$ cat src/rtl/skewed_mem_control.sv
// Row/lane address sequencer for the systolic-array SRAM banks: walks num_row rows
// from base_addr by stride, one address/enable per lane, optionally skewed diagonally.
module skewed_mem_control #(
  parameter int addr_width   = 8,
  parameter int width_height = 16
) (
  input  logic                               clk,
  input  logic                               reset,
  input  logic                               start,
  input  logic [addr_width-1:0]              base_addr,
  input  logic [addr_width-1:0]              stride,
  input  logic [$clog2(width_height):0]      num_row,
  input  logic [$clog2(width_height):0]      num_col,
  input  logic                               skew,
  input  logic                               stall,
  output logic [addr_width*width_height-1:0] out_addr,
  output logic [width_height-1:0]            out_en,
  output logic                               busy,
  output logic                               done
);
  localparam int CW = $clog2(width_height) + 1;
  localparam int TW = CW + 1;
  localparam logic [CW-1:0] WHC = width_height[CW-1:0];

  localparam logic [1:0] IDLE = 2'd0;
  localparam logic [1:0] RUN  = 2'd1;
  localparam logic [1:0] FIN  = 2'd2;

  logic [1:0]                               state_q, state_d;
  logic [TW-1:0]                            t_q, t_d;
  logic [addr_width-1:0]                    stride_q, stride_d;
  logic [CW-1:0]                            rows_q, rows_d, cols_q, cols_d;
  logic                                     skew_q, skew_d;
  logic [width_height-1:0][addr_width-1:0]  acc_q, acc_d;
  logic [addr_width*width_height-1:0]       out_addr_q, out_addr_d;
  logic [width_height-1:0]                  out_en_q, out_en_d;
  logic                                     busy_q, busy_d, done_q, done_d;

  logic                                     issue;
  logic [TW-1:0]                            src_t, span, lane_r, lane_i;
  logic [addr_width-1:0]                    src_stride;
  logic [CW-1:0]                            src_rows, src_cols, rows_in, cols_in;
  logic                                     src_skew, lane_on;
  logic [width_height-1:0][addr_width-1:0]  src_acc;

  function automatic logic [CW-1:0] clamp_cnt(input logic [CW-1:0] v);
    return (v > WHC) ? WHC : v;
  endfunction

  always_comb begin
    state_d    = state_q;
    t_d        = t_q;
    stride_d   = stride_q;
    rows_d     = rows_q;
    cols_d     = cols_q;
    skew_d     = skew_q;
    acc_d      = acc_q;
    out_addr_d = '0;
    out_en_d   = '0;
    busy_d     = 1'b0;
    done_d     = 1'b0;
    issue      = 1'b0;
    src_t      = t_q;
    src_stride = stride_q;
    src_rows   = rows_q;
    src_cols   = cols_q;
    src_skew   = skew_q;
    src_acc    = acc_q;
    rows_in    = clamp_cnt(num_row);
    cols_in    = clamp_cnt(num_col);
    span       = '0;
    lane_r     = '0;
    lane_i     = '0;
    lane_on    = 1'b0;

    case (state_q)
      IDLE: if (start) begin
        stride_d = stride;
        rows_d   = rows_in;
        cols_d   = cols_in;
        skew_d   = skew;
        if (rows_in == '0 || cols_in == '0) begin
          done_d = 1'b1;
        end else begin
          // Step 0 is issued straight from the live inputs so it lands one cycle after start.
          issue      = 1'b1;
          src_t      = '0;
          src_stride = stride;
          src_rows   = rows_in;
          src_cols   = cols_in;
          src_skew   = skew;
          for (int i = 0; i < width_height; i++) src_acc[i] = base_addr;
        end
      end
      RUN: begin
        if (stall) busy_d = 1'b1;
        else       issue  = 1'b1;
      end
      FIN: begin
        done_d  = 1'b1;
        state_d = IDLE;
      end
      default: state_d = IDLE;
    endcase

    if (issue) begin
      span = src_skew ? ({1'b0, src_rows} + {1'b0, src_cols} - TW'(1)) : {1'b0, src_rows};
      // Each lane keeps its own running address; it advances only on rows it actually issues.
      for (int i = 0; i < width_height; i++) begin
        lane_i  = TW'(i);
        lane_r  = src_skew ? (src_t - lane_i) : src_t;
        lane_on = (lane_i < {1'b0, src_cols}) && (!src_skew || src_t >= lane_i) &&
                  (lane_r < {1'b0, src_rows});
        out_en_d[i] = lane_on;
        out_addr_d[i*addr_width +: addr_width] = lane_on ? src_acc[i] : '0;
        acc_d[i] = lane_on ? (src_acc[i] + src_stride) : src_acc[i];
      end
      busy_d  = 1'b1;
      t_d     = src_t + TW'(1);
      state_d = (src_t == span - TW'(1)) ? FIN : RUN;
    end
  end

  always_ff @(posedge clk) begin
    if (reset) begin
      state_q    <= IDLE;
      t_q        <= '0;
      stride_q   <= '0;
      rows_q     <= '0;
      cols_q     <= '0;
      skew_q     <= 1'b0;
      acc_q      <= '0;
      out_addr_q <= '0;
      out_en_q   <= '0;
      busy_q     <= 1'b0;
      done_q     <= 1'b0;
    end else begin
      state_q    <= state_d;
      t_q        <= t_d;
      stride_q   <= stride_d;
      rows_q     <= rows_d;
      cols_q     <= cols_d;
      skew_q     <= skew_d;
      acc_q      <= acc_d;
      out_addr_q <= out_addr_d;
      out_en_q   <= out_en_d;
      busy_q     <= busy_d;
      done_q     <= done_d;
    end
  end

  assign out_addr = out_addr_q;
  assign out_en   = out_en_q;
  assign busy     = busy_q;
  assign done     = done_q;
endmodule

$ cat config.mk
export PLATFORM = sky130hd
export DESIGN_NAME = skewed_mem_control
export DESIGN_NICKNAME = d
export VERILOG_FILES = /design/src/rtl/skewed_mem_control.sv
export SDC_FILE = /design/constraint.sdc
export NUM_CORES = 1
export LEC_CHECK = 0
export CAP_MARGIN = 25
export CELL_PAD_IN_SITES_DETAIL_PLACEMENT = 1
export CELL_PAD_IN_SITES_GLOBAL_PLACEMENT = 2
export CORE_MARGIN = 3
export CORE_UTILIZATION = 25
export DETAILED_ROUTE_END_ITERATION = 16
export PLACE_DENSITY_LB_ADDON = 0.1
export SLEW_MARGIN = 40
export SYNTH_ARGS = -nofsm -noshare
export SYNTH_HDL_FRONTEND = slang
export SYNTH_SLANG_ARGS = --single-unit
$ cat constraint.sdc
create_clock -name clk -period 11.6 [get_ports clk]
set_input_delay 2.32 -clock clk [delete_from_list [all_inputs] [get_ports clk]]
set_output_delay 2.32 -clock clk [all_outputs]
set_load 0.01 [all_outputs]
==> metrics.txt <==
max-capacitance violation count=0; worst-path cell chain=clkdlybuf4s50_1, nor4_2, a21oi_2, buf_4, nand2_4, nand2_1, ha_1, inv_1, a21oi_1, a31oi_1, xnor2_1, o22ai_1, ha_1, a21o_1, a31o_2, nor3_1, nand2_1, nor2_1, o32ai_1; Post-CTS Repair Setup Buffers=0; first-pass GRT wire length=124000 um; DR iter-0 viols=about 850; setup TNS=0 ns; total track usage=0.209; Tmin final=slightly below 8 ns; Post-Syn Nets=2566; hold_sp=acc_q[32]; port bufs=176; end point of the critical path=acc_q[9]; Area contributors post-synth=dfxtp_1 (32%), ha_1 (12%), a21oi_1 (7.0%); Die W=approximately 280 um; Sink Count=about 300; core area=75100 um^2; Post-Syn Area=~19000 um^2; asr flop ratio synth=0; leakage=around 0.01 uW; PostCTS Resize Cnt=0; Crit Reg-Reg Endpoint=acc_q[9]; H-tree levels=2; die area=roughly 80000 um^2; CTS Hold Bufs=0; Yosys reg bits=roughly 300; worst-case reg-to-reg path depth=19; WS Path Type=input pin to register; routed len/inst=approximately 24 um; Antenna Violating Nets Remaining=0; largest net degree at the start of global routing=110; CP endpoint kind=register; initial antenna violation count=1; Max VDD drop=0.0937 mV; CTS tree=done; I/O pin total=between 150 and 200; Layout Skew=~0.019 ns; total CTS buffers=40; Final Hold Vio Count=0; setup slack, reg-to-reg=roughly 5.6 ns; Clock Tree Root=clkbuf_16; clock latency at the later pin of the worst-skew pair=roughly 0.57 ns; Worst-path clk slew=0.06 ns; fmax=approximately 130 MHz; Pwr per Cell Area=around 150 nW/um^2; post-synthesis sequential area ratio=0.315; grt ovf=0; Syn Inst Count=between 2000 and 2500; routed vias/inst=5.14; Vias=~18000; drt pass-1 iters=5; final setup fails=0; largest area contributor in the netlist=dfxtp_1; die height=283 um; Nets=2706; area grow syn2layout=22.7%; CP Data Arrival Time=between 8 and 9 ns; Synth cell types=between 90 and 100; Max stage delay on crit path=just under 0.6 ns; Max Root-Sink Buffers=3; slowest stage cell, crit path=clkdlybuf4s50_1; Critical Path Start=num_col[4]; Period Utilization, post-route=0.674; Filler Cells Inserted=approximately 8800; worst min path class=register to register; Synth Warn #=0; fin. max-slew vios=0; num rows=100; detailed placement HPWL=58100 um; worst slew pin tran=around 0.9 ns; top_reg_cell synth=dfxtp_1; post-synth top area share=0.315; initial core utilization=0.255; Routed WL=84200 um; launching element type of the critical path=input pin; status=completed; RSZ-0062 raised after global routing=false; Util after Layout=0.312; post-synthesis area per instance=~8.2 um^2; vias in the first global route=around 19000; Slew headroom=0.414; gpl congestion=0.872; overall power=around 3600 uW; DRC Markers=0; worst-path fanout max=35; EDFF count, synth=0; reg2reg start=state_q[1]; layout cell share with drive strength beyond 1=0.0709; Hold WS=0.447 ns; required time worst endpoint=~12 ns
==> stage by stage <==
stage / instances / setup slack (ns) / area (um^2)
after floorplan: 2340 / 4.37 / 19100
after global placement: 3401 / 3.26 / 22000
after detailed placement: 3405 / 3.11 / 22100
after CTS: 3476 / 3.73 / 23400
after global routing: 3478 / 3.30 / 23500
final: 3479 / 3.79 / 23500
==> flip-flops by register name, summed over array words and instances (netlist names) <==
register	flops
done	1
state_q	2
out_en	16
acc_q	128
out_addr	128
skew_q	1
t_q	6
busy	1
cols_q	5
rows_q	5
stride_q	8
==> final cells by class <==
type                       instances  area [um^2]  share of cell area
inverter                         146          548              0.0234
multi-input combinational       1757        12100               0.515
clock buffer                      53         1130              0.0483
antenna                            1         2.50            0.000107
tap                              969         1210              0.0517
clock inverter                    18          216             0.00923
timing repair buffer             234         2230              0.0951
sequential                       301         6030               0.257
==> worst min-delay path by stage <==
stage | to | slack [ns] | cells after the start
after floorplan | acc_q[16] | 0.42 | 2
after global placement | acc_q[72] | 0.44 | 2
after detailed placement | acc_q[96] | 0.44 | 2
after CTS | acc_q[96] | 0.45 | 2
after global routing | acc_q[80] | 0.46 | 2
final | acc_q[32] | 0.45 | 2
==> where the power goes <==
group / internal, uW / total [uW] / switching [uW]
Combinational: 418 / 1150 / 731
Sequential: 1100 / 1130 / 32.1
Clock: 777 / 1300 / 523
==> placed cells by master, fill, tap and decap left out, drive strengths merged, types with 56 or more instances in the layout <==
master         instances
a21oi                276
a22o                  69
buf                   59
clkdlybuf4s50        175
dfxtp                301
ha                   178
inv                  146
mux2i                 56
nand2                243
nor2                 209
o21ai                119
xnor2                 97
==> cell usage after synthesis, types with 53 or more instances <==
cell type	instances
a21oi_1	269
nor2_1	206
xor2_1	55
mux2i_1	54
o21ai_0	83
dfxtp_1	301
xnor2_1	97
inv_1	144
nand2_1	241
a22o_1	69
nor3_1	53
clkbuf_1	95
ha_1	178
==> routing by layer <==
| metal | GRT usage | up-vias | routed length, um |
|---|---|---|---|
| met5 | 0 | - | 0 |
| met4 | 0.0672 | 0 | 2690 |
| met3 | 0.0390 | 126 | 4150 |
| met2 | 0.341 | 392 | 38200 |
| met1 | 0.277 | 8899 | 39200 |
| li1 | - | 8479 | - |
==> critical path, delay by kind of cell <==
family                     cells  cell delay, ns
adders and majority gates      2            0.72
and+or+nand+nor                6            2.63
buffers and inverters          3            1.02
AOI/OAI and AO/OA              7            1.32
xor gates and xnor gates       1            0.20
==> logic make-up (layout without fill, tap and decap cells) <==
kind of cell,count (synthesis),after routing,share of synthesized area
AOI/OAI and AO/OA,680,680,0.229
and+or+nand+nor,668,668,0.160
xor gates and xnor gates,152,152,0.0696
DFF,301,301,0.315
muxes,61,61,0.0331
adders and majority gates,196,196,0.135
buffers and inverters,282,451,0.0583
other,0,1,0
Note: power is estimated with default switching activity, not from simulation.
